<file path="src/rtl/parser_typedefs_pkg.sv">
// Shared types and defaults for the PHS parser cluster.
package parser_typedefs_pkg;

   localparam int unsigned PHS_WIDTH_DEFAULT = 120;

   typedef enum logic {
      ARB_EMPTY,
      ARB_HOLD
   } arb_state_e;

endpackage

</file>
<file path="src/rtl/phs_arbiter_if.sv">
// Bus bundle between the parser array, the PHS arbiter and the downstream consumer.
interface phs_arbiter_if #(
   parameter int unsigned NUM_PARSERS = 4,
   parameter int unsigned PHS_WIDTH   = parser_typedefs_pkg::PHS_WIDTH_DEFAULT
);
   localparam int unsigned SRC_W = $clog2(NUM_PARSERS);

   logic [NUM_PARSERS*PHS_WIDTH-1:0] phs_i;
   logic [NUM_PARSERS-1:0]           phs_valid_i;
   logic [PHS_WIDTH-1:0]             phs_o;
   logic                             phs_valid_o;
   logic                             phs_ready_i;
   logic [SRC_W-1:0]                 phs_src_o;
   logic [NUM_PARSERS-1:0]           drop_o;
   logic [15:0]                      drop_cnt_o;

   modport master (
      output phs_i, phs_valid_i, phs_ready_i,
      input  phs_o, phs_valid_o, phs_src_o, drop_o, drop_cnt_o
   );

   modport slave (
      input  phs_i, phs_valid_i, phs_ready_i,
      output phs_o, phs_valid_o, phs_src_o, drop_o, drop_cnt_o
   );

endinterface

</file>
<file path="src/rtl/phs_fifo.sv">
// Per-parser PHS word FIFO; a full FIFO still accepts a write when it is popped in the same cycle.
module phs_fifo #(
   parameter int unsigned DEPTH = 4,
   parameter int unsigned WIDTH = 120
) (
   input  logic             i_clk,
   input  logic             i_rst_n,
   input  logic             i_wr,
   input  logic [WIDTH-1:0] i_wdata,
   input  logic             i_rd,
   output logic [WIDTH-1:0] o_rdata,
   output logic             o_full,
   output logic             o_empty
);
   localparam int unsigned AW = $clog2(DEPTH);

   logic [WIDTH-1:0] r_mem [DEPTH];
   logic [AW:0]      r_wr_ptr;
   logic [AW:0]      r_rd_ptr;
   logic             w_push;
   logic             w_pop;

   // Extra MSB on each pointer separates full from empty when the indices match.
   assign o_empty = (r_wr_ptr == r_rd_ptr);
   assign o_full  = (r_wr_ptr[AW] != r_rd_ptr[AW]) &&
                    (r_wr_ptr[AW-1:0] == r_rd_ptr[AW-1:0]);
   assign w_pop   = i_rd && !o_empty;
   assign w_push  = i_wr && (!o_full || w_pop);
   assign o_rdata = r_mem[r_rd_ptr[AW-1:0]];

   always_ff @(posedge i_clk or negedge i_rst_n) begin
      if (!i_rst_n) begin
         r_wr_ptr <= '0;
         r_rd_ptr <= '0;
      end else begin
         if (w_push) r_wr_ptr <= r_wr_ptr + 1'b1;
         if (w_pop)  r_rd_ptr <= r_rd_ptr + 1'b1;
      end
   end

   always_ff @(posedge i_clk) begin
      if (w_push) r_mem[r_wr_ptr[AW-1:0]] <= i_wdata;
   end

endmodule

</file>
<file path="src/rtl/phs_arbiter.sv">
// Round-robin merge of NUM_PARSERS PHS streams into one registered valid/ready output,
// with per-parser FIFOs and saturating drop accounting.
module phs_arbiter
   import parser_typedefs_pkg::*;
#(
   parameter int unsigned NUM_PARSERS = 4,
   parameter int unsigned FIFO_DEPTH  = 4,
   parameter int unsigned PHS_WIDTH   = PHS_WIDTH_DEFAULT
) (
   input logic          CLK,
   input logic          reset_n,
   phs_arbiter_if.slave bus
);
   localparam int unsigned      SRC_W    = $clog2(NUM_PARSERS);
   localparam logic [SRC_W-1:0] LAST_IDX = SRC_W'(NUM_PARSERS - 1);
   localparam logic [SRC_W:0]   NUM_EXT  = (SRC_W+1)'(NUM_PARSERS);

   arb_state_e             r_state;
   arb_state_e             w_state_next;
   logic [PHS_WIDTH-1:0]   r_phs;
   logic [SRC_W-1:0]       r_src;
   logic [SRC_W-1:0]       r_last_grant;
   logic [NUM_PARSERS-1:0] r_drop;
   logic [15:0]            r_drop_cnt;
   logic [NUM_PARSERS-1:0] w_drop;
   logic [NUM_PARSERS-1:0] w_full;
   logic [NUM_PARSERS-1:0] w_empty;
   logic [NUM_PARSERS-1:0] w_pop;
   logic [PHS_WIDTH-1:0]   w_rdata [NUM_PARSERS];
   logic [SRC_W-1:0]       w_winner;
   logic [SRC_W:0]         w_idx;
   logic                   w_found;
   logic                   w_load;
   logic [SRC_W:0]         w_drop_num;
   logic [16:0]            w_cnt_sum;
   logic [15:0]            w_cnt_next;

   for (genvar k = 0; k < NUM_PARSERS; k++) begin : g_fifo
      phs_fifo #(
         .DEPTH (FIFO_DEPTH),
         .WIDTH (PHS_WIDTH)
      ) u_fifo (
         .i_clk   (CLK),
         .i_rst_n (reset_n),
         .i_wr    (bus.phs_valid_i[k]),
         .i_wdata (bus.phs_i[k*PHS_WIDTH +: PHS_WIDTH]),
         .i_rd    (w_pop[k]),
         .o_rdata (w_rdata[k]),
         .o_full  (w_full[k]),
         .o_empty (w_empty[k])
      );

      assign w_pop[k]  = w_load && (w_winner == SRC_W'(k));
      // A pop frees the slot the strobe needs, so only an un-popped full FIFO drops.
      assign w_drop[k] = bus.phs_valid_i[k] && w_full[k] && !w_pop[k];
   end

   // Scan from last_grant+1; the sum never exceeds 2*N-1, so one wrap subtract suffices.
   always_comb begin
      w_found  = 1'b0;
      w_winner = '0;
      w_idx    = '0;
      for (int unsigned i = 1; i <= NUM_PARSERS; i++) begin
         w_idx = {1'b0, r_last_grant} + (SRC_W+1)'(i);
         if (w_idx >= NUM_EXT) w_idx = w_idx - NUM_EXT;
         if (!w_found && !w_empty[w_idx[SRC_W-1:0]]) begin
            w_found  = 1'b1;
            w_winner = w_idx[SRC_W-1:0];
         end
      end
   end

   always_comb begin
      w_state_next = r_state;
      w_load       = 1'b0;
      unique case (r_state)
         ARB_EMPTY: begin
            if (w_found) begin
               w_load       = 1'b1;
               w_state_next = ARB_HOLD;
            end
         end
         ARB_HOLD: begin
            if (bus.phs_ready_i) begin
               w_load = w_found;
               if (!w_found) w_state_next = ARB_EMPTY;
            end
         end
      endcase
   end

   always_comb begin
      w_drop_num = '0;
      for (int unsigned i = 0; i < NUM_PARSERS; i++) begin
         w_drop_num = w_drop_num + (SRC_W+1)'(w_drop[i]);
      end
      w_cnt_sum  = {1'b0, r_drop_cnt} + 17'(w_drop_num);
      w_cnt_next = w_cnt_sum[16] ? 16'hFFFF : w_cnt_sum[15:0];
   end

   always_ff @(posedge CLK or negedge reset_n) begin
      if (!reset_n) begin
         r_state      <= ARB_EMPTY;
         r_phs        <= '0;
         r_src        <= '0;
         r_last_grant <= LAST_IDX;
         r_drop       <= '0;
         r_drop_cnt   <= '0;
      end else begin
         r_state    <= w_state_next;
         r_drop     <= w_drop;
         r_drop_cnt <= w_cnt_next;
         if (w_load) begin
            r_phs        <= w_rdata[w_winner];
            r_src        <= w_winner;
            r_last_grant <= w_winner;
         end
      end
   end

   assign bus.phs_o       = r_phs;
   assign bus.phs_valid_o = (r_state == ARB_HOLD);
   assign bus.phs_src_o   = r_src;
   assign bus.drop_o      = r_drop;
   assign bus.drop_cnt_o  = r_drop_cnt;

endmodule

</file>
<file path="src/flat_wrapper.sv">
// flat-port wrapper written by rule: the top's interface ports become plain ports
module phs_arbiter_flat import parser_typedefs_pkg::*;
#(
   parameter int unsigned NUM_PARSERS = 4,
   parameter int unsigned FIFO_DEPTH  = 4,
   parameter int unsigned PHS_WIDTH   = PHS_WIDTH_DEFAULT
)
  (CLK, reset_n, bus_phs_i, bus_phs_valid_i, bus_phs_ready_i, bus_phs_o, bus_phs_valid_o, bus_phs_src_o, bus_drop_o, bus_drop_cnt_o);
  phs_arbiter_if #(.NUM_PARSERS(NUM_PARSERS), .PHS_WIDTH(PHS_WIDTH)) bus_i ();
  input logic CLK;
  input logic reset_n;
  input wire logic [$bits(bus_i.phs_i)-1:0] bus_phs_i;
  input wire logic [$bits(bus_i.phs_valid_i)-1:0] bus_phs_valid_i;
  input wire logic [$bits(bus_i.phs_ready_i)-1:0] bus_phs_ready_i;
  output wire logic [$bits(bus_i.phs_o)-1:0] bus_phs_o;
  output wire logic [$bits(bus_i.phs_valid_o)-1:0] bus_phs_valid_o;
  output wire logic [$bits(bus_i.phs_src_o)-1:0] bus_phs_src_o;
  output wire logic [$bits(bus_i.drop_o)-1:0] bus_drop_o;
  output wire logic [$bits(bus_i.drop_cnt_o)-1:0] bus_drop_cnt_o;
  assign bus_i.phs_i = bus_phs_i;
  assign bus_i.phs_valid_i = bus_phs_valid_i;
  assign bus_i.phs_ready_i = bus_phs_ready_i;
  assign bus_phs_o = bus_i.phs_o;
  assign bus_phs_valid_o = bus_i.phs_valid_o;
  assign bus_phs_src_o = bus_i.phs_src_o;
  assign bus_drop_o = bus_i.drop_o;
  assign bus_drop_cnt_o = bus_i.drop_cnt_o;
  phs_arbiter #(.NUM_PARSERS(NUM_PARSERS), .FIFO_DEPTH(FIFO_DEPTH), .PHS_WIDTH(PHS_WIDTH)) u_core (.CLK(CLK), .reset_n(reset_n), .bus(bus_i));
endmodule
</file>
<file path="config.mk">
export PLATFORM = sky130hd
export DESIGN_NAME = phs_arbiter_flat
export DESIGN_NICKNAME = d
export VERILOG_FILES = /design/src/rtl/parser_typedefs_pkg.sv /design/src/rtl/phs_arbiter_if.sv /design/src/rtl/phs_fifo.sv /design/src/rtl/phs_arbiter.sv /design/src/flat_wrapper.sv
export SDC_FILE = /design/constraint.sdc
export NUM_CORES = 2
export LEC_CHECK = 0
export ABC_AREA = 1
export BUFFER_PORTS_ARGS = -buffer_cell sky130_fd_sc_hd__buf_2
export CORE_ASPECT_RATIO = 0.75
export CORE_MARGIN = 2
export CORE_UTILIZATION = 54
export CTS_CLUSTER_SIZE = 12
export DETAILED_ROUTE_END_ITERATION = 12
export PLACE_DENSITY = 0.84
export SYNTH_ARGS = -nofsm -noshare
export SYNTH_HDL_FRONTEND = slang
export SYNTH_SLANG_ARGS = --single-unit
</file>
<file path="constraint.sdc">
create_clock -name CLK -period 8.15 [get_ports CLK]
set_clock_uncertainty 0.1 [all_clocks]
set_input_delay 1.2225 -clock CLK [delete_from_list [all_inputs] [get_ports CLK]]
set_output_delay 1.2225 -clock CLK [all_outputs]
set_load 0.01 [all_outputs]
</file>
# ---- Word-level counts from Yosys, hierarchy flattened
# Memories as Yosys holds them, arrays and structs flattened.
# Index checks and enable logic that the tools add are counted.
dict set report word_totals {
  ramBits 1920
  input_bits 487
  reg_bits 169
  mem_count 4
  wordCells 150
  out_inout_bits 143
}
# memory depth width read_ports rd_ports_with_merged_regs wr line_no
set memory_table {}
lappend memory_table {{u_core.g_fifo[0].u_fifo.r_mem} 4 120 1 0 1 phs_fifo.sv:17} ;# logic [WIDTH-1:0] r_mem [DEPTH];
lappend memory_table {{u_core.g_fifo[1].u_fifo.r_mem} 4 120 1 0 1 phs_fifo.sv:17}
lappend memory_table {{u_core.g_fifo[2].u_fifo.r_mem} 4 120 1 0 1 phs_fifo.sv:17}
lappend memory_table {{u_core.g_fifo[3].u_fifo.r_mem} 4 120 1 0 1 phs_fifo.sv:17}
dict set report op_classes {
  n_addsub 20
  n_lt_le_gt_ge 9
  reduce_logical 49
  n_bitwise 2
  n_eq_ne 15
  n_mux 37
}
# op n
set op_table {}
lappend op_table {{$bmux W120 S2} 1}
lappend op_table {{$mux W120} 2}
lappend op_table {{$logic_and A1 B1 Y1} 27}
lappend op_table {{$add A3 B1 Y3 const B} 8}
lappend op_table {{$mux W1} 19}
lappend op_table {{$add A16 B3 Y17} 1}
lappend op_table {{$logic_not A1 Y1} 17}
lappend op_table {{$mux W16} 1}
lappend op_table {{$mux W2} 8}
lappend op_table {{$ge A3 B3 Y1 const B} 5}
lappend op_table {{$eq A3 B3 Y1} 4}
lappend op_table {{$lt A2 B3 Y1 const B} 4}
lappend op_table {{$bmux W1 S2} 4}
lappend op_table {{$eq A2 B2 Y1} 4}
lappend op_table {{$sub A2 B1 Y2 const B} 4}
lappend op_table {{$add A2 B2 Y3 const B} 2}
lappend op_table {{$add A3 B1 Y3} 2}
lappend op_table {{$eq A2 B2 Y1 const B} 2}
lappend op_table {{$logic_or A1 B1 Y1} 4}
lappend op_table {{$ne A1 B1 Y1} 4}
lappend op_table {{$pmux W1 S2} 2}
lappend op_table {{$add A2 B1 Y3 const B} 1}
lappend op_table {{$add A2 B3 Y3 const B} 1}
lappend op_table {{$not A2 Y3} 1}
lappend op_table {{other kinds (4)} 4}

# ---- Longest topological paths before layout
dict set report logic_depth {
  depth_word 24
  ltp_mapped 33
  ltp_nobuf 32
}

# ---- Hierarchy
# From an unflattened synthesis, not the netlist that was laid out.
dict set report hier_totals {
  cells_unflattened 7010
  area_unflattened_um2 84383.4
}
# mod seq_area_each_um2 cells_each area_each_um2 n_inst
set by_module_without_submodules {}
lappend by_module_without_submodules {phs_fifo 14564.0 1220 18088.6 4}
lappend by_module_without_submodules {phs_arbiter 3631.0 2130 12029.0 1}

# ---- Worst setup path after synthesis
# No wires, ideal clock.
dict set report synth_path {
  kind {register -> register}
  startpoint {register u_core.r_last_grant[0]}
  endpoint {memory u_core.g_fifo[0].u_fifo.r_mem[0][0], enable pin}
  path_slack_ps 552
  stages_incl_launch_ff 14
  required_time_ps 7449
  setup_time_ps 601
  synth_period_minus_slack_ps 7598
  path_buffers 1
  arrival_time_ps 6897
  cell_sequence {dfstp_2 -> inv_1 -> buf_2 -> nand4_1 -> nand3_1 -> nand2_1 -> nor2_2 -> nand3_1 -> inv_2 -> nor2_4 -> nand3_1 -> nand2_1 -> nand2_1 -> nor2_1}
}
dict set report synth_between {
  elab_chain_len 22
  elab_cells_between_ends 50
  cone_classes {add/sub (8); order compare (4); mux (25); reduce/logical (13)}
}
# item line_no
set synth_rtl {}
lappend synth_rtl {{start: declaration} phs_arbiter.sv:22} ;# logic [SRC_W-1:0] r_last_grant;
lappend synth_rtl {{start signal: assignment} phs_arbiter.sv:116} ;# r_last_grant <= w_winner;
lappend synth_rtl {{$add A2 B2 Y3} phs_arbiter.sv:64} ;# w_idx = {1'b0, r_last_grant} + (SRC_W+1)'(i);
lappend synth_rtl {{$ge A3 B3 Y1 / $sub A2 B1 Y2 (equally long branches)} phs_arbiter.sv:65} ;# if (w_idx >= NUM_EXT) w_idx = w_idx - NUM_EXT;
lappend synth_rtl {{$mux W2} phs_arbiter.sv:65}
lappend synth_rtl {{$bmux W1 S2} phs_arbiter.sv:66} ;# if (!w_found && !w_empty[w_idx[SRC_W-1:0]]) begin
lappend synth_rtl {{$mux W1 (not written as such)} phs_arbiter.sv:66}
lappend synth_rtl {{$logic_not A1 Y1} phs_arbiter.sv:66}
lappend synth_rtl {{$logic_and A1 B1 Y1} phs_arbiter.sv:66}
lappend synth_rtl {{$mux W1} phs_arbiter.sv:66}
lappend synth_rtl {{[6 not listed]} -}
lappend synth_rtl {{$mux W1, on equally long branches} {phs_arbiter.sv:84, phs_arbiter.sv:78}}
lappend synth_rtl {{$pmux W1 S2} phs_arbiter.sv:76} ;# unique case (r_state)
lappend synth_rtl {{$logic_and A1 B1 Y1 *} phs_arbiter.sv:53} ;# assign w_pop[k] = w_load && (w_winner == SRC_W'(k));
lappend synth_rtl {{$logic_and A1 B1 Y1 *} phs_fifo.sv:27} ;# assign w_pop = i_rd && !o_empty;
lappend synth_rtl {{$logic_or A1 B1 Y1 *} phs_fifo.sv:28} ;# assign w_push = i_wr && (!o_full || w_pop);
lappend synth_rtl {{$logic_and A1 B1 Y1 *} phs_fifo.sv:28}
lappend synth_rtl {{$mux W1 *} phs_fifo.sv:42} ;# if (w_push) r_mem[r_wr_ptr[AW-1:0]] <= i_wdata;
lappend synth_rtl {{$mux W1 (not written as such) *} phs_fifo.sv:42}
lappend synth_rtl {{end: declaration} phs_fifo.sv:17}
# Mark *: on every way between the ends. The rest lies on a longest branch, timed or not. The select of a mux whose other input is x is not followed.

# ---- Final worst setup path
dict set report layout_path {
  startpoint {register u_core.g_fifo[0].u_fifo.r_rd_ptr[0]}
  endpoint {register u_core.r_drop_cnt[5], in the netlist u_core.bus.drop_cnt_o[5]}
}
dict set report layout_between {
  elab_chain_len 22
  elab_cells_between_ends 52
  cone_classes {add/sub (4); eq/ne (5); mux (20); reduce/logical (23)}
}
# item line_no
set layout_rtl {}
lappend layout_rtl {{start: declaration} phs_fifo.sv:19} ;# logic [AW:0] r_rd_ptr;
lappend layout_rtl {{start signal: assignment} phs_fifo.sv:37} ;# if (w_pop) r_rd_ptr <= r_rd_ptr + 1'b1;
lappend layout_rtl {{$eq A3 B3 Y1} phs_fifo.sv:24} ;# assign o_empty = (r_wr_ptr == r_rd_ptr);
lappend layout_rtl {{$bmux W1 S2} phs_arbiter.sv:66}
lappend layout_rtl {{$mux W1 (not written as such)} phs_arbiter.sv:66}
lappend layout_rtl {{$logic_not A1 Y1} phs_arbiter.sv:66}
lappend layout_rtl {{$logic_and A1 B1 Y1} phs_arbiter.sv:66}
lappend layout_rtl {{$mux W1} phs_arbiter.sv:66}
lappend layout_rtl {{$logic_not A1 Y1} phs_arbiter.sv:66}
lappend layout_rtl {{$logic_and A1 B1 Y1} phs_arbiter.sv:66}
lappend layout_rtl {{[7 not listed]} -}
lappend layout_rtl {{$logic_not A1 Y1} phs_arbiter.sv:55} ;# assign w_drop[k] = bus.phs_valid_i[k] && w_full[k] && !w_pop[k];
lappend layout_rtl {{$logic_and A1 B1 Y1 *} phs_arbiter.sv:55}
lappend layout_rtl {{named net u_core.w_drop[0]} phs_arbiter.sv:25} ;# logic [NUM_PARSERS-1:0] w_drop;
lappend layout_rtl {{$add A1 B1 Y2 *} phs_arbiter.sv:95} ;# w_drop_num = w_drop_num + (SRC_W+1)'(w_drop[i]);
lappend layout_rtl {{$add A3 B1 Y3 * (2 in a row)} phs_arbiter.sv:95}
lappend layout_rtl {{$add A16 B3 Y17 *} phs_arbiter.sv:97} ;# w_cnt_sum = {1'b0, r_drop_cnt} + 17'(w_drop_num);
lappend layout_rtl {{$mux W16 *} phs_arbiter.sv:98} ;# w_cnt_next = w_cnt_sum[16] ? 16'hFFFF : w_cnt_sum[15:0];
lappend layout_rtl {{named net u_core.w_cnt_next[5]} phs_arbiter.sv:36} ;# logic [15:0] w_cnt_next;
lappend layout_rtl {{end signal: assignment} phs_arbiter.sv:112} ;# r_drop_cnt <= w_cnt_next;
lappend layout_rtl {{end: declaration} phs_arbiter.sv:24} ;# logic [15:0] r_drop_cnt;
# Mark *: on every way through the listed nets, which the timed path passes. The rest lies on a longest branch. The select of a mux whose other input is x is not followed.
# A chain may end at the register's enable or synchronous reset.

==> results.md <==
* Resize count post-CTS at 0
* Share of flip-flops with an asynchronous set or reset after synthesis at 8.09%
* Die width at 458 um
* Sinks on Clock Net at 2089
* Clock share of power at 20.7%
* Buffer levels on the longest clock path at 3
* Antenna violations before repair at between 150 and 200
* Normalized max-slew margin at ~1.4%
* Worst ir drop on vdd at 583 uV
* Global-route usage over all layers at 30.7%
* Pin slew with the least headroom to its limit at 1.48 ns
* Detail Route Antenna Nets at 0
* Cts bufs inserted at ~200
* Cell Int Power at 24.0 mW
* Detailed Place HPWL at 155000 um
* Yosys warning count at 0
* Most common cell in the netlist: sky130_fd_sc_hd__edfxtp_1
* Max Used Layer: met5
* Max-slew violation total from the final report at 0
* CTS hold repair buffers at 0
* Leading area contributor after synthesis: sky130_fd_sc_hd__edfxtp_1
* Top cell by count, worst path: sky130_fd_sc_hd__nand2_1
* Clock latency on the worst-skew pair at 0.85 ns
* Top cells by area in the synthesized netlist: sky130_fd_sc_hd__edfxtp_1, sky130_fd_sc_hd__nand2_1, sky130_fd_sc_hd__dfrtp_1, sky130_fd_sc_hd__o21ai_0, sky130_fd_sc_hd__a32o_1
* Critical path data arrival time at 8.24 ns
* Maximum single-stage delay on the critical path at 0.75 ns
* Wire length of the first global-routing pass at 354000 um
* Number of vias in the routed layout at 57300
* Number of enable-type register cells in the synthesized netlist at 1920
* Fraction of layout cells with a size suffix above 1 at 13.7%
* Mapped Cells at 6527
* Final count of hold timing violations at 0
* Full die area at between 150000 and 200000 um2
* DR WL met3 at 25500 um
* Yosys cell types at 38
* Combinational power share at 42.3%
* Average detailed-routed wire length per instance at roughly 27 um
* Flops & latches, synth at 2089
* Reg2reg setup slack at 0.55 ns
* Total nets after synthesis at 7041
* Syn_area_per_cell at 12.8 um2
* Share of Yosys cell area claimed by the top area cell type at 69.1%
* Ports at 630
* Length of routed wiring on met1 at 84600 um
* Kind of cell adding the most delay to the critical path: simple AND/OR/NAND/NOR gates
* Height of the chip at ~340 um
* Count of endpoints failing setup in the final report at 0
* Startpoint type of the worst setup path: register
* Critical-path maximum fanout at 90
* TritonCTS clock tree: built
* Capturing element type of the critical path: register
* Sequential share of power at 37.0%
* First DRT Iteration DRCs at a little over 8000
* RSZ-0062 raised after global routing: no
* Post-layout utilization of the core at 61.7%
* Tcrit/Tclk final at 93.2%
* Path type of the worst min-delay path: in2async
* Most frequently used flop master after synthesis: sky130_fd_sc_hd__edfxtp_1
* Detailed Route WL at 250000 um
* Buf+Inv Stages, Crit Path at 5
* GRT overflow at 0
* Pre-antenna DRT Iters at 6
* Row count at around 120
* Net switching power at 17.8 mW
* Total cell area at the placement stage at 88200 um2
* H-tree level count at 4
* Core Region at 153000 um2
* Reported max-cap violation count at 0
* Via count of the first global-routing pass at 53800
* Number of logic stages on the critical path including buffering at 27
* Required @ worst endpoint at just under 9 ns
* Setup TNS at 0 ns
* Global placer's final weighted congestion at 0.900
* Fmax at between 100 and 150 MHz
* Part of the Yosys area used for sequential elements at around three quarters
* Post-CTS Setup Inserts at 0
* Count of non-filler cells in the finished layout at 9261
* Via density at between 6 and 7
* DRC errors left at 0
* Total leakage power at roughly 34 nW
* Number of nets in the layout at 7489
* Number of buffer cells added on primary ports at 629
* Post-synthesis instance area at between 80000 and 90000 um2
* Clock slew at the register clock pins of the worst setup and hold paths at 0.06 ns
* Met2 WL at 121000 um
* Final critical-path required period at 7.60 ns
* Switching share of total power at 42.6%
* Worst Reg-to-Reg Cells at 27
* Area of all placed cells without fillers at 94400 um2
* Number of placed cells counting well taps at 8790
* Count of fill cells added during filler insertion at between 10000 and 15000
* Power after layout at 41.8 mW
* Maximum number of pins on one net before global-route repair at 200
* Top post-synthesis cells by count: sky130_fd_sc_hd__edfxtp_1, sky130_fd_sc_hd__nand2_1, sky130_fd_sc_hd__nor2_1, sky130_fd_sc_hd__o21ai_0, sky130_fd_sc_hd__clkbuf_1
* Cell at the root of the clock tree: sky130_fd_sc_hd__clkbuf_16
* Cell at the slowest stage of the critical path: sky130_fd_sc_hd__dfrtp_4
* Critical path type: reg2reg
* Starting density of the core at 54.6%
* Area overhead of the layout relative to synthesis at 13.1%
* Run status: completed
* Power per cell area at 442 nW/um2
## stage by stage
| step | setup WS (ns) | hold slack [ns] |
|---|---|---|
| 6_report | 0.554 | 0.359 |
| 4_1_cts | 0.718 | 0.380 |
| 2_1_floorplan | 0.552 | 0.362 |
| 3_3_place_gp | 0.931 | 0.357 |
| 3_5_place_dp | 0.750 | 0.363 |
| 5_1_grt | 0.0110 | 0.393 |
## state kept, by name, summed over array words and instances (netlist names)
signal	count
u_core.bus.phs_valid_o	1
u_core.r_last_grant	2
u_core.g_fifo.u_fifo.r_rd_ptr	12
u_core.bus.phs_o	120
u_core.bus.drop_o	4
u_core.g_fifo.u_fifo.r_mem	1920
u_core.bus.phs_src_o	2
u_core.g_fifo.u_fifo.r_wr_ptr	12
u_core.bus.drop_cnt_o	16
## cell usage in the layout (no fill, tap or decap), types with 3 or more instances in the layout
cell type / netlist / routed
sky130_fd_sc_hd__edfxtp_1: 1920 / 1920
sky130_fd_sc_hd__nand2_1: 1578 / 1578
sky130_fd_sc_hd__buf_2: 96 / 628
sky130_fd_sc_hd__nor2_1: 516 / 499
sky130_fd_sc_hd__o21ai_0: 493 / 493
sky130_fd_sc_hd__nand3_1: 287 / 287
sky130_fd_sc_hd__a21oi_1: 245 / 245
sky130_fd_sc_hd__nand3b_1: 241 / 241
sky130_fd_sc_hd__a32o_1: 240 / 240
sky130_fd_sc_hd__o22ai_1: 240 / 240
sky130_fd_sc_hd__clkbuf_16: 0 / 202
sky130_fd_sc_hd__dfrtp_1: 167 / 160
sky130_fd_sc_hd__clkbuf_1: 316 / 126
sky130_fd_sc_hd__diode_2: 0 / 111
sky130_fd_sc_hd__inv_1: 65 / 65
sky130_fd_sc_hd__buf_4: 12 / 53
sky130_fd_sc_hd__ha_1: 25 / 25
sky130_fd_sc_hd__nor2_4: 1 / 18
sky130_fd_sc_hd__buf_12: 0 / 15
sky130_fd_sc_hd__nand4_1: 12 / 12
sky130_fd_sc_hd__xor2_1: 10 / 10
sky130_fd_sc_hd__clkbuf_8: 0 / 8
sky130_fd_sc_hd__dfrtp_4: 0 / 7
sky130_fd_sc_hd__inv_8: 0 / 6
sky130_fd_sc_hd__clkinv_1: 0 / 6
sky130_fd_sc_hd__clkinv_2: 0 / 6
sky130_fd_sc_hd__nor3_1: 5 / 5
sky130_fd_sc_hd__inv_16: 0 / 5
sky130_fd_sc_hd__clkinv_8: 0 / 4
sky130_fd_sc_hd__nand2_8: 0 / 3
## cell type report
type / count / area [um2] / area share (%)
Antenna cell: 111 / 278 / 0.294
Multi-Input combinational cell: 3914 / 19600 / 20.8
Clock buffer: 335 / 5620 / 5.96
Tap cell: 2016 / 2520 / 2.67
Sequential cell: 2089 / 61900 / 65.6
Inverter: 74 / 320 / 0.339
Clock inverter: 25 / 298 / 0.315
Timing Repair Buffer: 697 / 3850 / 4.08
## logic make-up (layout without fill, tap and decap cells)
kind of cell / count (synthesis) / count (layout) / synth area share [%]
AND/OR/NAND/NOR: 2654 / 2654 / 13.6
flip-flops: 2089 / 2089 / 74.1
AO/OA/AOI/OAI: 1221 / 1221 / 9.13
buffers and inverters: 524 / 1131 / 2.61
adder cells (fa/ha/maj): 27 / 27 / 0.423
XOR/XNOR: 12 / 12 / 0.135
other: 0 / 111 / 0
## worst paths after layout
kind,from,endpoint
setup / recovery,u_core.g_fifo[0].u_fifo.r_rd_ptr[0]$_DFFE_PN0P_,u_core.bus.drop_cnt_o[5]$_DFF_PN0_
hold / removal,reset_n,u_core.bus.drop_cnt_o[9]$_DFF_PN0_
setup reg to reg,u_core.g_fifo[0].u_fifo.r_rd_ptr[0]$_DFFE_PN0P_,u_core.bus.drop_cnt_o[5]$_DFF_PN0_
hold reg to reg,u_core.bus.phs_o[1]$_DFFE_PN0P_,u_core.bus.phs_o[1]$_DFFE_PN0P_
max in group asynchronous,reset_n,u_core.bus.phs_o[24]$_DFFE_PN0P_
min in group CLK,u_core.bus.phs_o[1]$_DFFE_PN0P_,u_core.bus.phs_o[1]$_DFFE_PN0P_
## power groups by stage
stage | Clock (mW) | Combinational [mW] | Sequential (mW)
2_1_floorplan | 0 | 11.0 | 15.7
3_3_place_gp | 0 | 16.9 | 15.5
3_5_place_dp | 0 | 17.3 | 15.6
4_1_cts | 8.69 | 17.4 | 15.4
5_1_grt | 9.11 | 18.9 | 15.6
6_report | 8.65 | 17.7 | 15.4
## layer usage
metal,vias up,global-route usage (%)
li1,24800,-
met1,28000,36.4
met2,3659,49.7
met3,766,7.45
met4,88,21.6
met5,-,0
Note: power is estimated with default switching activity, not from simulation.
